[src/rtl/alu_pkg.sv]
// Shared definitions for the sequential ALU: opcode map, FSM states, op-class helpers.
// Optional build macro: ALU_BARREL_SHIFT_EN (single-cycle barrel shifter instead of 1 bit/cycle).
package alu_pkg;

  localparam int unsigned OPCODE_W = 5;

  localparam logic [OPCODE_W-1:0] ADD           = 5'd0;
  localparam logic [OPCODE_W-1:0] CADD          = 5'd1;
  localparam logic [OPCODE_W-1:0] SUB           = 5'd2;
  localparam logic [OPCODE_W-1:0] BSUB          = 5'd3;
  localparam logic [OPCODE_W-1:0] NEG           = 5'd4;
  localparam logic [OPCODE_W-1:0] INC           = 5'd5;
  localparam logic [OPCODE_W-1:0] DEC           = 5'd6;
  localparam logic [OPCODE_W-1:0] PASS          = 5'd7;
  localparam logic [OPCODE_W-1:0] AND           = 5'd8;
  localparam logic [OPCODE_W-1:0] OR            = 5'd9;
  localparam logic [OPCODE_W-1:0] XOR           = 5'd10;
  localparam logic [OPCODE_W-1:0] COMP          = 5'd11;
  localparam logic [OPCODE_W-1:0] LSL           = 5'd12;
  localparam logic [OPCODE_W-1:0] L_ARITH_SHIFT = 5'd13;
  localparam logic [OPCODE_W-1:0] LSR           = 5'd14;
  localparam logic [OPCODE_W-1:0] R_ARITH_SHIFT = 5'd15;
  localparam logic [OPCODE_W-1:0] ROL           = 5'd16;
  localparam logic [OPCODE_W-1:0] ROR           = 5'd17;
  localparam logic [OPCODE_W-1:0] L_CROT        = 5'd18;
  localparam logic [OPCODE_W-1:0] R_CROT        = 5'd19;

  typedef enum logic [1:0] {
    IDLE = 2'd0,
    EXEC = 2'd1,
    DONE = 2'd2
  } state_t;

  // Shift and rotate ops occupy the contiguous range LSL..R_CROT
  function automatic logic is_shift(input logic [OPCODE_W-1:0] op);
    return (op >= LSL) && (op <= R_CROT);
  endfunction

  // Ops that consume the carry_in input
  function automatic logic uses_carry_in(input logic [OPCODE_W-1:0] op);
    return (op == CADD) || (op == L_CROT) || (op == R_CROT);
  endfunction

endpackage

[src/rtl/alu_shift_unit.sv]
// Combinational shift/rotate datapath. Iterative build: one bit step.
// With ALU_BARREL_SHIFT_EN: applies amt steps in one pass.
// Returns the new value, the last bit shifted out (or the carry for CROT) and
// whether the sign bit flipped on any step.
module alu_shift_unit
  import alu_pkg::*;
#(
  parameter int unsigned WIDTH = 8
) (
  input  logic [OPCODE_W-1:0]      op,
  input  logic [WIDTH-1:0]         a_in,
  input  logic                     c_in,
`ifdef ALU_BARREL_SHIFT_EN
  input  logic [$clog2(WIDTH)-1:0] amt,
`endif
  output logic [WIDTH-1:0]         y_c,
  output logic                     c_c,
  output logic                     sc_c
);

  // One-bit step; result packed as {carry, value}
  function automatic logic [WIDTH:0] step1(input logic [OPCODE_W-1:0] f_op,
                                           input logic [WIDTH-1:0]    v,
                                           input logic                c);
    logic [WIDTH:0] r;
    case (f_op)
      LSL, L_ARITH_SHIFT: r = {v, 1'b0};
      LSR:                r = {v[0], 1'b0, v[WIDTH-1:1]};
      R_ARITH_SHIFT:      r = {v[0], v[WIDTH-1], v[WIDTH-1:1]};
      ROL:                r = {v[WIDTH-1], v[WIDTH-2:0], v[WIDTH-1]};
      ROR:                r = {v[0], v[0], v[WIDTH-1:1]};
      L_CROT:             r = {v, c};
      R_CROT:             r = {v[0], c, v[WIDTH-1:1]};
      default:            r = {c, v};
    endcase
    return r;
  endfunction

  logic [WIDTH:0]   step_r;
  logic [WIDTH-1:0] y_w;
  logic             c_w;
  logic             sc_w;

`ifdef ALU_BARREL_SHIFT_EN
  // Chain amt single-bit steps, accumulating any sign change
  always_comb begin
    step_r = '0;
    y_w    = a_in;
    c_w    = c_in;
    sc_w   = 1'b0;
    for (int unsigned i = 0; i < WIDTH; i++) begin
      if (i < 32'(amt)) begin
        step_r = step1(op, y_w, c_w);
        sc_w   = sc_w | (step_r[WIDTH-1] ^ y_w[WIDTH-1]);
        y_w    = step_r[WIDTH-1:0];
        c_w    = step_r[WIDTH];
      end
    end
  end
`else
  // Single step of the iterative shifter
  always_comb begin
    step_r = step1(op, a_in, c_in);
    y_w    = step_r[WIDTH-1:0];
    c_w    = step_r[WIDTH];
    sc_w   = step_r[WIDTH-1] ^ a_in[WIDTH-1];
  end
`endif

  assign y_c  = y_w;
  assign c_c  = c_w;
  assign sc_c = sc_w;

endmodule

[src/rtl/alu_seq.sv]
// Handshaked sequential ALU: accepts one op in IDLE, computes in EXEC
// (shifts one bit per cycle unless ALU_BARREL_SHIFT_EN is defined), and
// holds the registered result and flags in DONE until the consumer takes it.
module alu_seq
  import alu_pkg::*;
#(
  parameter int unsigned WIDTH   = 8,
  parameter int unsigned SHAMT_W = $clog2(WIDTH)
) (
  input  logic                clk,
  input  logic                rst_n,
  input  logic                in_valid,
  output logic                in_ready,
  input  logic [OPCODE_W-1:0] opcode,
  input  logic [WIDTH-1:0]    operand_a,
  input  logic [WIDTH-1:0]    operand_b,
  input  logic                carry_in,
  input  logic                borrow_in,
  output logic                out_valid,
  input  logic                out_ready,
  output logic [WIDTH-1:0]    y_out,
  output logic                carry_out,
  output logic                borrow_out,
  output logic                zero,
  output logic                negative,
  output logic                overflow,
  output logic                parity,
  output logic                illegal_op
);

  localparam int unsigned W1  = WIDTH + 1;
  localparam int unsigned MSB = WIDTH - 1;
  localparam logic [WIDTH-1:0] SMIN = {1'b1, {(WIDTH-1){1'b0}}};
  localparam logic [WIDTH-1:0] SMAX = {1'b0, {(WIDTH-1){1'b1}}};

  state_t                state_q, state_d;
  logic [OPCODE_W-1:0]   op_q, op_d;
  logic [WIDTH-1:0]      a_q, a_d;
  logic [WIDTH-1:0]      b_q, b_d;
  logic                  c_q, c_d;
  logic                  bin_q, bin_d;
  logic [SHAMT_W-1:0]    cnt_q, cnt_d;
  logic                  sc_q, sc_d;

  logic                  out_valid_q, out_valid_d;
  logic [WIDTH-1:0]      y_q, y_d;
  logic                  carry_q, carry_d;
  logic                  borrow_q, borrow_d;
  logic                  zero_q, zero_d;
  logic                  neg_q, neg_d;
  logic                  ovf_q, ovf_d;
  logic                  par_q, par_d;
  logic                  ill_q, ill_d;

  logic [WIDTH-1:0]      sh_y;
  logic                  sh_c;
  logic                  sh_sc;

  logic [W1-1:0]         sum;
  logic [WIDTH-1:0]      fin_y;
  logic                  fin_c, fin_b, fin_v, fin_ill, fin_done;

  alu_shift_unit #(.WIDTH(WIDTH)) u_shift (
    .op   (op_q),
    .a_in (a_q),
    .c_in (c_q),
`ifdef ALU_BARREL_SHIFT_EN
    .amt  (cnt_q),
`endif
    .y_c  (sh_y),
    .c_c  (sh_c),
    .sc_c (sh_sc)
  );

  // Next-state, operand capture, execution and result registration
  always_comb begin
    state_d     = state_q;
    op_d        = op_q;
    a_d         = a_q;
    b_d         = b_q;
    c_d         = c_q;
    bin_d       = bin_q;
    cnt_d       = cnt_q;
    sc_d        = sc_q;
    out_valid_d = out_valid_q;
    y_d         = y_q;
    carry_d     = carry_q;
    borrow_d    = borrow_q;
    zero_d      = zero_q;
    neg_d       = neg_q;
    ovf_d       = ovf_q;
    par_d       = par_q;
    ill_d       = ill_q;
    sum         = '0;
    fin_y       = '0;
    fin_c       = 1'b0;
    fin_b       = 1'b0;
    fin_v       = 1'b0;
    fin_ill     = 1'b0;
    fin_done    = 1'b0;

    unique case (state_q)
      IDLE: begin
        if (in_valid) begin
          op_d    = opcode;
          a_d     = operand_a;
          b_d     = operand_b;
          c_d     = uses_carry_in(opcode) ? carry_in : 1'b0;
          bin_d   = borrow_in;
          cnt_d   = is_shift(opcode) ? operand_b[SHAMT_W-1:0] : '0;
          sc_d    = 1'b0;
          state_d = EXEC;
        end
      end

      EXEC: begin
        fin_done = 1'b1;
        case (op_q)
          ADD: begin
            sum   = {1'b0, a_q} + {1'b0, b_q};
            fin_y = sum[WIDTH-1:0];
            fin_c = sum[WIDTH];
            fin_v = (a_q[MSB] == b_q[MSB]) && (fin_y[MSB] != a_q[MSB]);
          end
          CADD: begin
            sum   = {1'b0, a_q} + {1'b0, b_q} + W1'(c_q);
            fin_y = sum[WIDTH-1:0];
            fin_c = sum[WIDTH];
            fin_v = (a_q[MSB] == b_q[MSB]) && (fin_y[MSB] != a_q[MSB]);
          end
          SUB: begin
            sum   = {1'b0, a_q} - {1'b0, b_q};
            fin_y = sum[WIDTH-1:0];
            fin_b = sum[WIDTH];
            fin_v = (a_q[MSB] != b_q[MSB]) && (fin_y[MSB] != a_q[MSB]);
          end
          BSUB: begin
            sum   = {1'b0, a_q} - {1'b0, b_q} - W1'(bin_q);
            fin_y = sum[WIDTH-1:0];
            fin_b = sum[WIDTH];
            fin_v = (a_q[MSB] != b_q[MSB]) && (fin_y[MSB] != a_q[MSB]);
          end
          NEG: begin
            fin_y = ~a_q + WIDTH'(1);
            fin_v = (a_q == SMIN);
          end
          INC: begin
            sum   = {1'b0, a_q} + W1'(1);
            fin_y = sum[WIDTH-1:0];
            fin_c = sum[WIDTH];
            fin_v = (a_q == SMAX);
          end
          DEC: begin
            sum   = {1'b0, a_q} - W1'(1);
            fin_y = sum[WIDTH-1:0];
            fin_b = sum[WIDTH];
            fin_v = (a_q == SMIN);
          end
          PASS: fin_y = a_q;
          AND:  fin_y = a_q & b_q;
          OR:   fin_y = a_q | b_q;
          XOR:  fin_y = a_q ^ b_q;
          COMP: fin_y = ~a_q;
          LSL, L_ARITH_SHIFT, LSR, R_ARITH_SHIFT, ROL, ROR, L_CROT, R_CROT: begin
`ifdef ALU_BARREL_SHIFT_EN
            fin_y = sh_y;
            fin_c = sh_c;
            fin_v = (op_q == L_ARITH_SHIFT) && sh_sc;
`else
            if (cnt_q == '0) begin
              // Zero shift count: operand passes through untouched
              fin_y = a_q;
              fin_c = c_q;
              fin_v = (op_q == L_ARITH_SHIFT) && sc_q;
            end else begin
              a_d      = sh_y;
              c_d      = sh_c;
              sc_d     = sc_q | sh_sc;
              cnt_d    = cnt_q - SHAMT_W'(1);
              fin_y    = sh_y;
              fin_c    = sh_c;
              fin_v    = (op_q == L_ARITH_SHIFT) && (sc_q | sh_sc);
              fin_done = (cnt_q == SHAMT_W'(1));
            end
`endif
          end
          default: fin_ill = 1'b1;
        endcase

        if (fin_done) begin
          state_d     = DONE;
          out_valid_d = 1'b1;
          y_d         = fin_y;
          carry_d     = fin_c;
          borrow_d    = fin_b;
          zero_d      = !fin_ill && (fin_y == '0);
          neg_d       = fin_y[MSB];
          ovf_d       = fin_v;
          par_d       = ^fin_y;
          ill_d       = fin_ill;
        end
      end

      DONE: begin
        if (out_ready) begin
          out_valid_d = 1'b0;
          state_d     = IDLE;
        end
      end

      default: state_d = IDLE;
    endcase
  end

  // State and output registers with asynchronous clear
  always_ff @(posedge clk or negedge rst_n) begin
    if (!rst_n) begin
      state_q     <= IDLE;
      op_q        <= '0;
      a_q         <= '0;
      b_q         <= '0;
      c_q         <= 1'b0;
      bin_q       <= 1'b0;
      cnt_q       <= '0;
      sc_q        <= 1'b0;
      out_valid_q <= 1'b0;
      y_q         <= '0;
      carry_q     <= 1'b0;
      borrow_q    <= 1'b0;
      zero_q      <= 1'b0;
      neg_q       <= 1'b0;
      ovf_q       <= 1'b0;
      par_q       <= 1'b0;
      ill_q       <= 1'b0;
    end else begin
      state_q     <= state_d;
      op_q        <= op_d;
      a_q         <= a_d;
      b_q         <= b_d;
      c_q         <= c_d;
      bin_q       <= bin_d;
      cnt_q       <= cnt_d;
      sc_q        <= sc_d;
      out_valid_q <= out_valid_d;
      y_q         <= y_d;
      carry_q     <= carry_d;
      borrow_q    <= borrow_d;
      zero_q      <= zero_d;
      neg_q       <= neg_d;
      ovf_q       <= ovf_d;
      par_q       <= par_d;
      ill_q       <= ill_d;
    end
  end

  assign in_ready   = rst_n && (state_q == IDLE);
  assign out_valid  = out_valid_q;
  assign y_out      = y_q;
  assign carry_out  = carry_q;
  assign borrow_out = borrow_q;
  assign zero       = zero_q;
  assign negative   = neg_q;
  assign overflow   = ovf_q;
  assign parity     = par_q;
  assign illegal_op = ill_q;

endmodule
[config.mk]
export PLATFORM = sky130hd
export DESIGN_NAME = alu_seq
export DESIGN_NICKNAME = d
export VERILOG_FILES = /design/src/rtl/alu_pkg.sv /design/src/rtl/alu_shift_unit.sv /design/src/rtl/alu_seq.sv
export SDC_FILE = /design/constraint.sdc
export NUM_CORES = 1
export LEC_CHECK = 0
export CAP_MARGIN = 0
export CORE_ASPECT_RATIO = 1.4
export CORE_UTILIZATION = 53
export DETAILED_ROUTE_END_ITERATION = 8
export MAX_ROUTING_LAYER = met4
export PLACE_DENSITY = 0.72
export SLEW_MARGIN = 10
export SYNTH_ARGS = -nofsm -noshare
export SYNTH_HDL_FRONTEND = slang
export SYNTH_HIERARCHICAL = 1
export SYNTH_SLANG_ARGS = --single-unit
[constraint.sdc]
create_clock -name clk -period 10.4 [get_ports clk]
set_input_delay 1.56 -clock clk [delete_from_list [all_inputs] [get_ports clk]]
set_output_delay 1.56 -clock clk [all_outputs]
set_load 0.1 [all_outputs]
==> results of run 1 <==
kinds of logic after synthesis:
| group | Yosys count | share of synthesized area (%) |
|---|---|---|
| AOI/OAI and AO/OA | 194 | 27.0 |
| muxes | 16 | 3.73 |
| buffers and inverters | 78 | 6.36 |
| and+or+nand+nor | 222 | 24.3 |
| DFF | 44 | 22.3 |
| adders and majority gates | 39 | 10.2 |
| xor gates and xnor gates | 33 | 6.13 |
synth_stat cells (all sizes together), types with 4 or more instances:
master / number / area [um2]
a2111oi: 4 / 42.5
a211o: 4 / 36.3
a211oi: 10 / 103
a21oi: 42 / 210
a222oi: 6 / 60.1
a22oi: 5 / 37.5
a31oi: 6 / 37.5
and2: 6 / 38.8
and3: 5 / 31.3
buf: 11 / 60.1
clkbuf: 26 / 100
dfrtp: 44 / 1100
ha: 37 / 463
inv: 40 / 150
mux2: 6 / 71.3
mux2i: 9 / 90.1
nand2: 50 / 188
nand2b: 9 / 56.3
nand3: 20 / 100
nand3b: 5 / 37.5
nand4: 11 / 68.8
nand4b: 5 / 43.8
nor2: 51 / 191
nor2b: 6 / 40.0
nor3: 17 / 85.1
nor3b: 9 / 77.6
nor4: 5 / 37.5
nor4b: 4 / 50.1
o211ai: 7 / 57.6
o21a: 4 / 30.0
o21ai: 46 / 230
o22ai: 20 / 139
o31ai: 5 / 37.5
o32ai: 4 / 35.0
or2: 5 / 33.8
xnor2: 23 / 201
xor2: 9 / 78.8
worst max-delay path by stage:
stage,start,endpoint,depth (start not counted)
6_report,rst_n,in_ready,4
5_1_grt,rst_n,in_ready,4
4_1_cts,rst_n,in_ready,4
3_5_place_dp,rst_n,in_ready,4
3_3_place_gp,rst_n,in_ready,4
2_1_floorplan,rst_n,in_ready,1
layer usage:
layer,vias to the layer above,wire length (um),track usage [%]
met4,0,866,19.7
met5,-,0,-
li1,2343,-,-
met1,2446,6490,40.7
met3,52,1050,4.52
met2,216,8100,60.1
sequential cells by signal, summed over array words and instances (netlist names), 2 cells and up:
signal   cells
state_q      2
y_out        8
b_q          8
cnt_q        3
a_q          8
op_q         5
area by class of cell:
type	instances	area, um2
clock inverter	3	46.3
inverter	41	154
multi-input combinational	504	3530
fill	839	3470
sequential	44	1100
clock buffer	5	125
timing repair buffer	49	470
tap	107	134
per-stage QoR:
step,cell area [um2],std cells
floorplan,4940,626
global placement,5390,745
detailed placement,5390,745
CTS,5560,753
global route,5560,753
finish,5560,753
tightest hold or removal path, stage by stage (launching register included):
cell,delay [ns]
dfrtp_1,0.34
nand2_1,0.04
o21ai_0,0.06
==> results.yml, run 1 <==
critical_path:
  crit_path_max_incr_delay_ns: 1.17
  crit_chain: "buf_2 -> buf_4 -> nor3b_1 -> clkdlybuf4s50_1"
  start_kind: "primary input"
  cp_num_buf_inv: 3
  critPathArrivalTime_ns: 3.57
  reg2reg_depth: 13
  reg2reg_from: "a_q[2]"
  reg2reg_to: "parity"
  slowest_stage: "clkdlybuf4s50_1"
  r2r_slack_ns: 6.06
  endpoint_kind: "primary output"
  cp_max_fo: 45
  critical-path-top-delay-family: "buffers and inverters"
  crit_type: "in -> out"
  required_ns: 8.84
global_routing:
  antenna_found_initial: 0
  grt_pass1_wl_um: 25800
  grt-ovfl-total: 0
  grt_usage_pct: 35.4
  grt_max_degree: 46
  grt_pass1_vias: 4991
clock_tree:
  ctsResizeCount: 0
  clock-sinks: 44
  postCtsSetupBuffers: 0
  numCtsBuffers: 5
  cts_tree: "yes"
  cts_buffer_depth: 2
  htree_levels: 2
  clk_pin_slew_ns: 0.06
  clock_latency_ns: 0.29
  cts-root-buf: "clkbuf_16"
  cts-hold-fix-buffers: 0
die:
  dieArea_um2: 9710
  die_w_um: 83.6
  fp-row-count: 41
  die_height_um: 116
  coreArea_um2: 9030
  start_util_pct: 54.7
  ios: 44
sta:
  post-route-period-util_pct: 49.4
  worst_hold_slack_ns: 0.477
  final_max_slew_viol_count: 0
  finalSetupTns_ns: 0
  slew_headroom_pct: 24.2
  max_freq_ghz: 0.195
  worst_slack_ns: 5.27
  final_hold_viol_count: 0
  fin_skew_ns: 0.00319
  rsz0062_at_grt: "no"
  period_minus_slack_ns: 5.13
  finalSetupViolCount: 0
  worst_pin_slew_ns: 1.14
logic_synthesis:
  synth_flop_cell: "dfrtp_1"
  synth_fp_nets: 692
  yosysSeqAreaShare_pct: 22.3
  synth.distinct_cells: 89
  synth_cells: 626
  yosys_warnings: 6
  async_flop_share_pct: 100
  syn-cell-area_um2: 4940
  synth_edf_count: 0
  synth.avg_cell_area_um2: 7.89
  ys_ff_latch: 44
outcome:
  run_status: "finished clean"
final_layout:
  layout.cells.most_common: "nor2_1"
  layout.nets: 711
  final_cell_mix: "nor2_1 (51), nand2_1 (50), dfrtp_1 (44)"
  utilization_pct: 61.6
  syn2layout_area_growth_pct: 12.6
  drive_gt1_share_pct: 7.12
  diodes: 0
detailed_routing:
  drt_iter0_drc: 482
  finalWirelength_um: 16500
  routedWlPerCell_um: 21.9
  drc: 0
  firstDrtPassIters: 5
  via_per_inst: 6.72
  postRouteAntennaNets: 0
  vias: 5057
job:
  drv_cap: 0
placement:
  dp_hpwl_um: 12400
  pre_cts_ws_ns: 5.25
  gp_congestion: 0.998
  io_buffers: 43
min_path:
  hp-class: "reg -> reg"
  whs_endpoint: "y_out[3]"
  hold_start: "y_out[3]"
  whs_path_depth: 2
Power of run 1 is left out: the tool's default activity adds up to more than one toggle a clock period on the data nets, which glitch-free logic cannot reach.
==> run 2: changes to the inputs <==
- PLACE_DENSITY: 0.72 -> 0.75
- clock period: 10.4 -> 4.54 ns (I/O delays scaled with it)
==> run 2 against run 1 <==
  * Final cell count up 1.7%
  * Clock skew up 0.0041 ns
  * Routed wire length up 3.4%
  * Via count up 1.7%
  * Design area up 2.0%
  * Count of clock-buffer cells in the layout up 1
  * Critical path type is now reg -> reg
  * Largest cell class unchanged
  * Highest routed layer unchanged
==> results.yml, run 2 (synthesis results as in run 1) <==
clock_tree:
  cts_buffer_depth: 2
  clock_latency_ns: 0.30
  ctsResizeCount: 0
  cts_tree: "yes"
  htree_levels: 2
  clock-sinks: 44
  postCtsSetupBuffers: 0
  numCtsBuffers: 5
  cts-root-buf: "clkbuf_16"
  cts-hold-fix-buffers: 0
  clk_pin_slew_ns: 0.07
global_routing:
  antenna_found_initial: 0
  grt_pass1_wl_um: 26500
  grt_usage_pct: 36.3
  grt_max_degree: 45
  grt-ovfl-total: 0
  grt_pass1_vias: 4751
sta:
  max_freq_ghz: 0.247
  fin_skew_ns: 0.00725
  rsz0062_at_grt: "no"
  post-route-period-util_pct: 89.3
  period_minus_slack_ns: 4.05
  finalSetupTns_ns: 0
  final_hold_viol_count: 0
  slew_headroom_pct: 25.2
  finalSetupViolCount: 0
  final_max_slew_viol_count: 0
  worst_pin_slew_ns: 1.12
job:
  drv_cap: 0
critical_path:
  endpoint_kind: "register"
  cp_max_fo: 14
  start_kind: "register"
  crit_type: "reg -> reg"
  critPathArrivalTime_ns: 4.23
  required_ns: 4.71
detailed_routing:
  firstDrtPassIters: 5
  routedWlPerCell_um: 22.3
  via_per_inst: 6.71
  finalWirelength_um: 17100
  drc: 0
  vias: 5143
  postRouteAntennaNets: 0
  drt_iter0_drc: 601
die:
  coreArea_um2: 9030
  fp-row-count: 41
  ios: 44
  start_util_pct: 54.7
  die_height_um: 116
  dieArea_um2: 9710
  die_w_um: 83.6
final_layout:
  post-route-cell-area_um2: 5670
  layout.cells.most_common: "nor2_1"
  syn2layout_area_growth_pct: 14.8
  layout.nets: 724
  final_cell_mix: "nor2_1 (51), nand2_1 (50), dfrtp_1 (44)"
  drive_gt1_share_pct: 9.10
  fillers: 820
  diodes: 0
outcome:
  run_status: "finished clean"
min_path:
  hp-class: "reg -> reg"
placement:
  dp_hpwl_um: 12900
  place_area_um2: 5480
  gp_congestion: 0.981
  io_buffers: 43
run 2: changes by cell type in the layout (fill, tap and decap cells not counted), sizes merged:
cell      before  now
buf            7   20
clkbuf         5    6
clkinv         1    2
clkinvlp       1    0
inv           41   40
run 2: metal layers:
metal / global-route usage, % / wire length (um) / share of wire (%)
met5: - / 0 / 0
met4: 18.2 / 858 / 5.0
met3: 4.24 / 1090 / 6.4
met2: 61.3 / 8330 / 49
met1: 42.9 / 6800 / 40
run 2: layout make-up:
| class | instances | area, um2 | area share (%) |
|---|---|---|---|
| Timing Repair Buffer | 62 | 568 | 10.0 |
| Clock inverter | 2 | 38.8 | 0.684 |
| Inverter | 41 | 154 | 2.72 |
| Tap cell | 107 | 134 | 2.36 |
| Clock buffer | 6 | 139 | 2.45 |
| Multi-Input combinational cell | 504 | 3530 | 62.3 |
| Sequential cell | 44 | 1100 | 19.4 |
run 2: metrics by stage:
stage	utilization, %	setup slack [ns]	hold WS [ns]	instances
floorplan	-	0.863	0.385	626
global placement	60.7	0.628	0.465	758
detailed placement	60.7	0.452	0.474	758
CTS	62.7	0.406	0.493	766
global route	62.8	0.148	0.517	766
finish	62.8	0.486	0.481	766
run 2: worst max-delay path: stages, from the launching register on:
cell,delay (ns)
dfrtp_1,0.66
inv_1,0.22
ha_1,0.40
a211oi_2,0.35
nor2_1,0.17
nor4_2,0.45
nand4b_1,0.25
xnor2_1,0.21
a221oi_1,0.36
a21boi_1,0.22
ha_1,0.25
xnor2_1,0.19
xnor2_1,0.13
o21ai_0,0.08
run 2: worst paths after layout:
kind	slack, ns	start	to	cells past startpoint
max reg2reg	0.49	a_q[1]	parity	13
min in group asynchronous	0.56	rst_n	a_q[3]	2
max	0.49	a_q[1]	parity	13
max in group asynchronous	3.55	rst_n	carry_out	2
min	0.48	y_out[4]	y_out[4]	2
min reg2reg	0.48	y_out[4]	y_out[4]	2
Power of run 2 is left out for the same reason.
==> run 3: changes to the inputs <==
- CORE_ASPECT_RATIO: 1.4 -> 0.5
==> run 3 against run 2 <==
  * The flow now finishes with violations (design-rule violations)
  * Sequential share of layout area up 0.060 points
  * Global-route usage up 1.7 points
  * Via count increased by 0.39%
  * Utilization rose by 1.0 points
  * Count of clock-buffer cells in the layout shrank 1
  * Worst hold slack worse by 0.0071 ns
  * Final cell count is 1.4% higher
  * First-iteration DRC count increased by 42%
  * Setup slack improved by 0.041 ns
==> results.yml, run 3 (synthesis results as in run 1) <==
outcome:
  run_status: "complete, but fails checks"
  violations: "design-rule violations"
final_layout:
  fillers: 789
  syn2layout_area_growth_pct: 14.4
  drive_gt1_share_pct: 9.09
  layout.cells.most_common: "nor2_1"
  utilization_pct: 63.8
  diodes: 0
  layout.nets: 726
  final_cell_mix: "nor2_1 (51), nand2_1 (50), dfrtp_1 (44)"
clock_tree:
  numCtsBuffers: 5
  clock-sinks: 44
  htree_levels: 2
  ctsResizeCount: 0
  cts_tree: "yes"
  clock_latency_ns: 0.29
  cts_buffer_depth: 2
  cts-root-buf: "clkbuf_16"
  postCtsSetupBuffers: 0
  clk_pin_slew_ns: 0.07
  cts-hold-fix-buffers: 0
sta:
  max_freq_ghz: 0.249
  rsz0062_at_grt: "no"
  fin_skew_ns: 0.00541
  final_max_slew_viol_count: 0
  worst_pin_slew_ns: 1.00
  period_minus_slack_ns: 4.01
  final_hold_viol_count: 0
  finalSetupViolCount: 0
  slew_headroom_pct: 33.1
  worst_hold_slack_ns: 0.474
  finalSetupTns_ns: 0
  post-route-period-util_pct: 88.4
die:
  die_height_um: 70.3
  dieArea_um2: 9730
  die_w_um: 138
  ios: 44
  fp-row-count: 24
  start_util_pct: 55.7
  coreArea_um2: 8860
critical_path:
  slowest_stage: "a211oi_1"
  required_ns: 4.71
  crit_path_max_incr_delay_ns: 0.51
  start_kind: "register"
  crit_path_frequent_cell: "xnor2_1"
  endpoint_kind: "register"
  critical-path-top-delay-family: "compound AO/OA/AOI/OAI gates"
  cp_max_fo: 4
  cp_num_buf_inv: 0
  critPathArrivalTime_ns: 4.18
  crit_chain: "ha_1 -> fa_1 -> a211oi_1 -> o21ai_0 -> a211oi_1 -> nand4b_1 -> xnor2_1 -> a221oi_1 -> a21boi_1 -> ha_1 -> xnor2_1 -> xnor2_1 -> o21ai_0"
  crit_type: "reg -> reg"
detailed_routing:
  routedWlPerCell_um: 22.0
  wl_met1_um: 8010
  wl_met3_um: 2190
  finalWirelength_um: 17100
  via_per_inst: 6.64
  postRouteAntennaNets: 0
  vias: 5163
  drc: 4
  drt_iter0_drc: 853
  top_layer_used: "met4"
  firstDrtPassIters: 9
  dr_wl_met2_um: 6690
placement:
  dp_hpwl_um: 13000
  io_buffers: 43
  gp_congestion: 0.982
global_routing:
  antenna_found_initial: 0
  grt-ovfl-total: 0
  grt_max_degree: 45
  grt_usage_pct: 38.0
  grt_pass1_wl_um: 27200
  grt_pass1_vias: 4725
job:
  drv_cap: 0
min_path:
  hp-class: "reg -> reg"
==> run 3: metrics by stage <==
stage,cells,area [um2],setup WS (ns)
after CTS,777,5650,0.480
after floorplan,626,4940,0.863
after global routing,777,5650,0.0544
final,777,5650,0.527
after global placement,770,5510,0.694
after detailed placement,770,5510,0.512
==> run 3: layout make-up <==
| type | count | area (um2) | area share [%] |
|---|---|---|---|
| clock buffer | 5 | 125 | 2.21 |
| clock inverter | 2 | 12.5 | 0.221 |
| inverter | 41 | 154 | 2.72 |
| multi-input combinational | 504 | 3530 | 62.4 |
| sequential | 44 | 1100 | 19.5 |
| tap | 117 | 146 | 2.59 |
| timing repair buffer | 64 | 583 | 10.3 |
==> run 3: worst paths after layout <==
kind,slack (ns),endpoint,depth (start not counted),startpoint
setup reg to reg,0.53,parity,13,b_q[0]
min in group asynchronous,0.62,zero,2,rst_n
setup / recovery,0.53,parity,13,b_q[0]
hold reg to reg,0.47,y_out[4],2,y_out[4]
hold / removal,0.47,y_out[4],2,y_out[4]
max in group asynchronous,3.49,b_q[6],2,rst_n
==> run 3: worst register-to-register path, cell delays in order, from the launching register on <==
cell and delay (ns):
dfrtp_1 0.40, ha_1 0.24, fa_1 0.41, a211oi_1 0.51
o21ai_0 0.22, a211oi_1 0.43, nand4b_1 0.24, xnor2_1 0.20
a221oi_1 0.34, a21boi_1 0.21, ha_1 0.25, xnor2_1 0.20
xnor2_1 0.14, o21ai_0 0.08
==> run 3: metal layers <==
metal | GRT usage [%] | vias to the layer above
met5 | - | -
met4 | 6.74 | 0
met3 | 11.6 | 23
met2 | 50.7 | 344
met1 | 55.5 | 2418
li1 | - | 2378
Power of run 3 is left out for the same reason.
